File: src/rtl/aes_rr_arbiter.sv
// aes_rr_arbiter: round-robin front end that shares one iterative AES-128 core
// between two requesters. It latches the winner's operands, pulses the core
// start and waits for a rising edge on the core done. The result then goes back
// to the winning port only.
// Optional feature macro: AES_ARB_TIMEOUT_EN adds a WAIT watchdog that aborts an
// operation after TIMEOUT_CYC cycles and reports it on o_fErrN.
// Handshake: a requester raises i_fReqN with stable operands and holds it until
// o_fGntN. o_fGntN pulses in the cycle after the operands were captured. The
// o_fDoneN pulse marks the cycle in which o_DataN first holds the new result.
// Debug: o_dbg_state shows the FSM state (0 IDLE, 1 START, 2 WAIT, 3 RESP).
module aes_rr_arbiter #(
  parameter int TIMEOUT_CYC = 255,
  parameter int TW          = 8
) (
  input  logic         i_Clk,
  input  logic         i_Rst,
  input  logic         i_fReq0,
  input  logic         i_fEnc0,
  input  logic [127:0] i_Key0,
  input  logic [127:0] i_Text0,
  output logic         o_fGnt0,
  output logic         o_fDone0,
  output logic         o_fErr0,
  output logic [127:0] o_Data0,
  input  logic         i_fReq1,
  input  logic         i_fEnc1,
  input  logic [127:0] i_Key1,
  input  logic [127:0] i_Text1,
  output logic         o_fGnt1,
  output logic         o_fDone1,
  output logic         o_fErr1,
  output logic [127:0] o_Data1,
  output logic         o_fStart,
  output logic         o_fEnc,
  output logic [127:0] o_Key,
  output logic [127:0] o_Text,
  input  logic [127:0] i_Data,
  input  logic         i_fDone,
  output logic [1:0]   o_dbg_state
);

  typedef enum logic [1:0] {
    S_IDLE  = 2'd0,
    S_START = 2'd1,
    S_WAIT  = 2'd2,
    S_RESP  = 2'd3
  } state_t;

  // An illegal watchdog configuration leaves this marker block in the hierarchy.
  if (TIMEOUT_CYC < 1 || TIMEOUT_CYC >= (1 << TW)) begin : g_bad_timeout_cfg
  end

  state_t       state_q, state_d;
  logic         ptr_q, ptr_d;          // port that wins when both request
  logic         owner_q, owner_d;      // port currently being served
  logic         done_prev_q;           // previous i_fDone sample for edge detect
  logic         gnt0_q, gnt0_d, gnt1_q, gnt1_d;
  logic         start_q, start_d;
  logic         done0_q, done0_d, done1_q, done1_d;
  logic         enc_q, enc_d;
  logic [127:0] key_q, key_d, text_q, text_d;
  logic [127:0] data0_q, data0_d, data1_q, data1_d;
  logic         any_req, win, done_edge, timeout_hit;

  assign any_req   = i_fReq0 | i_fReq1;
  assign win       = (i_fReq0 & i_fReq1) ? ptr_q : i_fReq1;
  assign done_edge = i_fDone & ~done_prev_q;

`ifdef AES_ARB_TIMEOUT_EN
  logic [TW-1:0] cnt_q, cnt_d;
  logic          err0_q, err0_d, err1_q, err1_d;
  // The limit is reached when the TIMEOUT_CYC-th WAIT cycle ends without a done edge.
  assign timeout_hit = (cnt_q == TW'(TIMEOUT_CYC - 1));
  assign o_fErr0     = err0_q;
  assign o_fErr1     = err1_q;
`else
  assign timeout_hit = 1'b0;
  assign o_fErr0     = 1'b0;
  assign o_fErr1     = 1'b0;
`endif

  // State and output registers with synchronous active-low reset.
  always_ff @(posedge i_Clk) begin
    if (!i_Rst) begin
      state_q     <= S_IDLE;
      ptr_q       <= 1'b0;
      owner_q     <= 1'b0;
      done_prev_q <= 1'b0;
      gnt0_q      <= 1'b0;
      gnt1_q      <= 1'b0;
      start_q     <= 1'b0;
      done0_q     <= 1'b0;
      done1_q     <= 1'b0;
      enc_q       <= 1'b0;
      key_q       <= '0;
      text_q      <= '0;
      data0_q     <= '0;
      data1_q     <= '0;
`ifdef AES_ARB_TIMEOUT_EN
      cnt_q       <= '0;
      err0_q      <= 1'b0;
      err1_q      <= 1'b0;
`endif
    end else begin
      state_q     <= state_d;
      ptr_q       <= ptr_d;
      owner_q     <= owner_d;
      done_prev_q <= i_fDone;
      gnt0_q      <= gnt0_d;
      gnt1_q      <= gnt1_d;
      start_q     <= start_d;
      done0_q     <= done0_d;
      done1_q     <= done1_d;
      enc_q       <= enc_d;
      key_q       <= key_d;
      text_q      <= text_d;
      data0_q     <= data0_d;
      data1_q     <= data1_d;
`ifdef AES_ARB_TIMEOUT_EN
      cnt_q       <= cnt_d;
      err0_q      <= err0_d;
      err1_q      <= err1_d;
`endif
    end
  end

  // Next-state selection for the IDLE -> START -> WAIT -> RESP cycle.
  always_comb begin
    state_d = state_q;
    case (state_q)
      S_IDLE:  if (any_req) state_d = S_START;
      S_START: state_d = S_WAIT;
      S_WAIT:  if (done_edge || timeout_hit) state_d = S_RESP;
      S_RESP:  state_d = S_IDLE;
      default: state_d = S_IDLE;
    endcase
  end

  // Next values of the registered outputs and bookkeeping; pulses default low.
  always_comb begin
    ptr_d   = ptr_q;
    owner_d = owner_q;
    gnt0_d  = 1'b0;
    gnt1_d  = 1'b0;
    start_d = 1'b0;
    done0_d = 1'b0;
    done1_d = 1'b0;
    enc_d   = enc_q;
    key_d   = key_q;
    text_d  = text_q;
    data0_d = data0_q;
    data1_d = data1_q;
`ifdef AES_ARB_TIMEOUT_EN
    cnt_d   = cnt_q;
    err0_d  = 1'b0;
    err1_d  = 1'b0;
`endif
    case (state_q)
      S_IDLE: begin
        if (any_req) begin
          owner_d = win;
          gnt0_d  = ~win;
          gnt1_d  = win;
          start_d = 1'b1;
          enc_d   = win ? i_fEnc1 : i_fEnc0;
          key_d   = win ? i_Key1  : i_Key0;
          text_d  = win ? i_Text1 : i_Text0;
        end
      end
      S_START: begin
`ifdef AES_ARB_TIMEOUT_EN
        cnt_d = '0;
`endif
      end
      S_WAIT: begin
`ifdef AES_ARB_TIMEOUT_EN
        cnt_d = cnt_q + TW'(1);
`endif
        // A done edge wins over a watchdog expiry in the same cycle.
        if (done_edge) begin
          if (owner_q) begin
            data1_d = i_Data;
            done1_d = 1'b1;
          end else begin
            data0_d = i_Data;
            done0_d = 1'b1;
          end
        end else if (timeout_hit) begin
`ifdef AES_ARB_TIMEOUT_EN
          err0_d = ~owner_q;
          err1_d = owner_q;
`endif
        end
      end
      S_RESP: begin
        ptr_d = ~owner_q;
      end
      default: begin
      end
    endcase
  end

  assign o_fGnt0     = gnt0_q;
  assign o_fGnt1     = gnt1_q;
  assign o_fStart    = start_q;
  assign o_fDone0    = done0_q;
  assign o_fDone1    = done1_q;
  assign o_fEnc      = enc_q;
  assign o_Key       = key_q;
  assign o_Text      = text_q;
  assign o_Data0     = data0_q;
  assign o_Data1     = data1_q;
  assign o_dbg_state = state_q;

endmodule
File: config.mk
export PLATFORM = sky130hd
export DESIGN_NAME = aes_rr_arbiter
export DESIGN_NICKNAME = d
export VERILOG_FILES = /design/src/rtl/aes_rr_arbiter.sv
export SDC_FILE = /design/constraint.sdc
export NUM_CORES = 1
export LEC_CHECK = 0
export ABC_AREA = 0
export CAP_MARGIN = 10
export CORE_AREA = 2 2 454 456
export DETAILED_ROUTE_END_ITERATION = 7
export DIE_AREA = 0 0 456 458
export GPL_TIMING_DRIVEN = 0
export SLEW_MARGIN = 10
export SYNTH_ARGS = -nofsm -noshare
export SYNTH_HDL_FRONTEND = slang
export SYNTH_SLANG_ARGS = --single-unit
File: constraint.sdc
create_clock -name i_Clk -period 3.85 [get_ports i_Clk]
set_input_delay 0.5775 -clock i_Clk [delete_from_list [all_inputs] [get_ports i_Clk]]
set_output_delay 0.5775 -clock i_Clk [all_outputs]
set_load 0.005 [all_outputs]
==> qor.csv <==
stage;metric;value;unit
yosys;cell types occupying the most area after synthesis;sky130_fd_sc_hd__dfxtp_1, sky130_fd_sc_hd__o21ai_0, sky130_fd_sc_hd__a31oi_1;
hold_path;HP Start;i_Key0[104];
global_routing;GRT Util Overall;18.7;%
timing;Highest Clock Rate;0.356;GHz
status;run status;completed;
critical_path;largest driver fanout on the critical path;10;
floorplanning;top-level I/O count;1169;
timing;fin crit period;2.81;ns
global_routing;met3 usage;6.51;%
place;routability cong.;0.989;
detailed_routing;First-pass DRT Iterations;5;
yosys;sequential cell area fraction in the yosys report;50.9;%
final_layout;share of layout cells above drive strength 1;6.37;%
power;PnR Total Power;23.5;mW
yosys;most used standard cells in the synthesized netlist;sky130_fd_sc_hd__o21ai_0, sky130_fd_sc_hd__dfxtp_1, sky130_fd_sc_hd__a21oi_1, sky130_fd_sc_hd__a31oi_1, sky130_fd_sc_hd__nand3_1;
power;worst voltage drop across the vdd grid;0.308;mV
critical_path;CP arrival;3.35;ns
global_routing;Remaining Overflow, GRT;0;
yosys;number of flops mapped to enable cells by yosys;0;
place;IO buf count;1165;
floorplanning;Die Outline Area;0.209;mm2
global_routing;met1 Use GR;20.8;%
yosys;register bit total from synthesis;523;
critical_path;Critical Path Source Type;register;
critical_path;cell family with the largest share of critical-path delay;buffers and inverters;
yosys;cell with the most instances after synthesis;sky130_fd_sc_hd__o21ai_0;
yosys;Post-synth ARST share;0;%
detailed_routing;antenna-violating nets left;0;
timing;setup violation total in the final timing report;0;
cts;clock-pin slew reported for the worst setup and hold paths after clock tree synthesis;0.06;ns
floorplanning;width of the chip;456;um
cts;Root Buffer Master;sky130_fd_sc_hd__clkbuf_16;
critical_path;cell type of the slowest stage on the worst timing path;sky130_fd_sc_hd__nor2_1;
final_layout;final standard cell count with taps included and fillers excluded;6537;
critical_path;Worst EP required;4.39;ns
power;leakage power of the design;12.9;nW
timing;RSZ-0062 raised after global routing;no;
detailed_routing;Residual DRC;0;
cts;count of buffers added by post-CTS timing repair for setup;0;
global_routing;met2 layer usage reported by global route;33.0;%
yosys;Synth warnings;0;
critical_path;total buffers and inverters traversed by the critical path;4;
critical_path;launch instance of the worst register-to-register path;o_dbg_state[0];
floorplanning;number of core rows;166;
power;power density cells;615;mW/mm2
global_routing;wire length of the first global-routing pass;259;mm
timing;Hold Fails Final Rpt;0;
yosys;post-synthesis cell area;0.0206;mm2
yosys;Top FF cell, synth;sky130_fd_sc_hd__dfxtp_1;
timing;part of the cycle the worst path needs;73.0;%
cts;maximum root-to-sink buffer count;3;
critical_path;Worst path most repeated cell;sky130_fd_sc_hd__buf_6;
yosys;number of library cell types mapped by synthesis;30;
job;number of violations of the max-capacitance limit;0;
floorplanning;starting density of the core;10.1;%
cts;# hold bufs at CTS;0;
yosys;synthesized area per cell;8.14;um2
cts;clk sink count;523;
cts;clock insertion delay at the later pin of the skew report;0.73;ns
yosys;fraction of synthesized cell area taken by the top area cell type;50.9;%
cts;CTS H-tree lvls;3;
final_layout;Layout area overhead;86.0;%
floorplanning;placeable core region;0.204;mm2
timing;total count of max-transition violations in the final report;0;
timing;measured slew at the worst slew-check pin;0.982;ns
timing;Clock Skews;0.0519;ns
timing;tightest slew margin relative to the limit;34.5;%
hold_path;class of the most critical hold timing path;in2reg;
critical_path;kind of capture point of the worst setup path;register;
detailed_routing;vias after detailed routing;26500;
timing;Final TNS setup;0;ns
global_routing;number of global-route vias before repair;25800;
critical_path;start point of the critical path;o_dbg_state[0];
place;Detailed Place HPWL;173;mm
global_routing;maximum number of pins on one net before global-route repair;14;
final_layout;layout net count;4420;
detailed_routing;number of vias per cell;4.06;
global_routing;highest-utilization routing layer at the global route stage;met2;
yosys;Cells after Synth;2526;
yosys;library cell occupying the most area in the post-synthesis netlist;sky130_fd_sc_hd__dfxtp_1;
global_routing;initial antenna violation count;47;
critical_path;reg-to-reg slack, setup;1.04;ns
cts;number of resized instances in the post-cts repair step;0;
floorplanning;Die Y;458;um
critical_path;stage delay of the slowest cell on the critical path;0.52;ns
detailed_routing;routed wire length per instance;31.3;um
place;Placed Instances;6380;
detailed_routing;Iter 0 DRT Violations;2299;
cts;CTS tree;built;
critical_path;classification of the worst setup path;reg2reg;
detailed_routing;routed wire length;204;mm
critical_path;cells along the critical path;inv_1, ha_1, nand4bb_1, buf_2, buf_6, buf_6, nor2_1;
cts;number of buffers created by CTS;75;
-- through the flow --
step	worst slack [ns]	utilization [%]	cell area [um2]	hold WS, ns
5_1_grt	0.883	18.8	38200	0.397
3_3_place_gp	0.393	17.5	35600	0.453
6_report	1.04	18.8	38300	0.431
2_1_floorplan	2.30	-	20600	0.453
4_1_cts	0.932	18.8	38200	0.319
3_5_place_dp	0.466	17.5	35600	0.453
-- metal layers --
layer | vias to the layer above | part of all wire, % | wire [um]
met5 | - | 0.018 | 36
met4 | 6 | 2.8 | 5670
met3 | 229 | 9.4 | 19200
met2 | 1320 | 50 | 103000
met1 | 13200 | 37 | 76300
li1 | 11700 | - | -
-- path summary, 6_finish.rpt --
check                                    end  cells after the start
worst max-delay path                o_fDone0                      7
worst min-delay path              o_Key[104]                      3
worst max register to register      o_fDone0                      7
worst min register to register  o_Data0[126]                      2
-- logic make-up after synthesis --
group	synth area share, %
buf+inv	6.66
flops	50.9
fa+ha+maj	0.243
simple gates	8.98
mux	0.0973
compound gates	33.1
other cells	0.0182
-- placed cells by master (no fill, tap or decap), types with 2 or more instances in the layout --
master,n
sky130_fd_sc_hd__clkbuf_8,19
sky130_fd_sc_hd__dfxtp_1,523
sky130_fd_sc_hd__nand3_1,256
sky130_fd_sc_hd__diode_2,20
sky130_fd_sc_hd__a31oi_1,257
sky130_fd_sc_hd__clkbuf_2,4
sky130_fd_sc_hd__nand2b_1,2
sky130_fd_sc_hd__clkdlybuf4s50_1,1165
sky130_fd_sc_hd__clkinvlp_4,3
sky130_fd_sc_hd__clkinv_16,4
sky130_fd_sc_hd__conb_1,2
sky130_fd_sc_hd__inv_16,3
sky130_fd_sc_hd__o21ai_1,14
sky130_fd_sc_hd__buf_1,27
sky130_fd_sc_hd__buf_6,3
sky130_fd_sc_hd__clkbuf_16,75
sky130_fd_sc_hd__ha_1,4
sky130_fd_sc_hd__nor2_1,4
sky130_fd_sc_hd__bufinv_16,4
sky130_fd_sc_hd__inv_6,3
sky130_fd_sc_hd__buf_2,87
sky130_fd_sc_hd__clkinv_4,3
sky130_fd_sc_hd__clkinv_2,9
sky130_fd_sc_hd__nand2_1,131
sky130_fd_sc_hd__inv_1,5
sky130_fd_sc_hd__mux2i_1,2
sky130_fd_sc_hd__clkbuf_1,169
sky130_fd_sc_hd__o21ai_0,756
sky130_fd_sc_hd__a21oi_1,259
sky130_fd_sc_hd__buf_4,24
-- power by group --
part	switching [mW]	internal (mW)
clock network	3.07	4.30
logic	5.08	3.54
registers	0.992	6.56
-- sequential cells by signal (all words and copies together) (netlist names) --
name	flops
o_fEnc	1
o_fGnt1	1
o_dbg_state	2
o_fStart	1
o_Key	128
ptr_q	1
o_Data0	128
o_fDone1	1
done_prev_q	1
o_Data1	128
owner_q	1
o_fDone0	1
o_Text	128
o_fGnt0	1
-- final cells by class --
type,count,area (um2)
antenna,20,50.0
tap,2688,3360
clock inverter,29,420
clock buffer,108,2190
inverter,6,22.5
multi-input combinational,1698,8730
fill,22900,165000
timing repair buffer,1165,11700
sequential,523,10500
buffer,300,1350
-- worst register-to-register path, stage by stage (launching register included) --
cell and delay, ns:
sky130_fd_sc_hd__dfxtp_1 0.33, sky130_fd_sc_hd__inv_1 0.12, sky130_fd_sc_hd__ha_1 0.24, sky130_fd_sc_hd__nand4bb_1 0.48, sky130_fd_sc_hd__buf_2 0.49, sky130_fd_sc_hd__buf_6 0.28, sky130_fd_sc_hd__buf_6 0.17, sky130_fd_sc_hd__nor2_1 0.52
(Power assumes the default switching activity.)
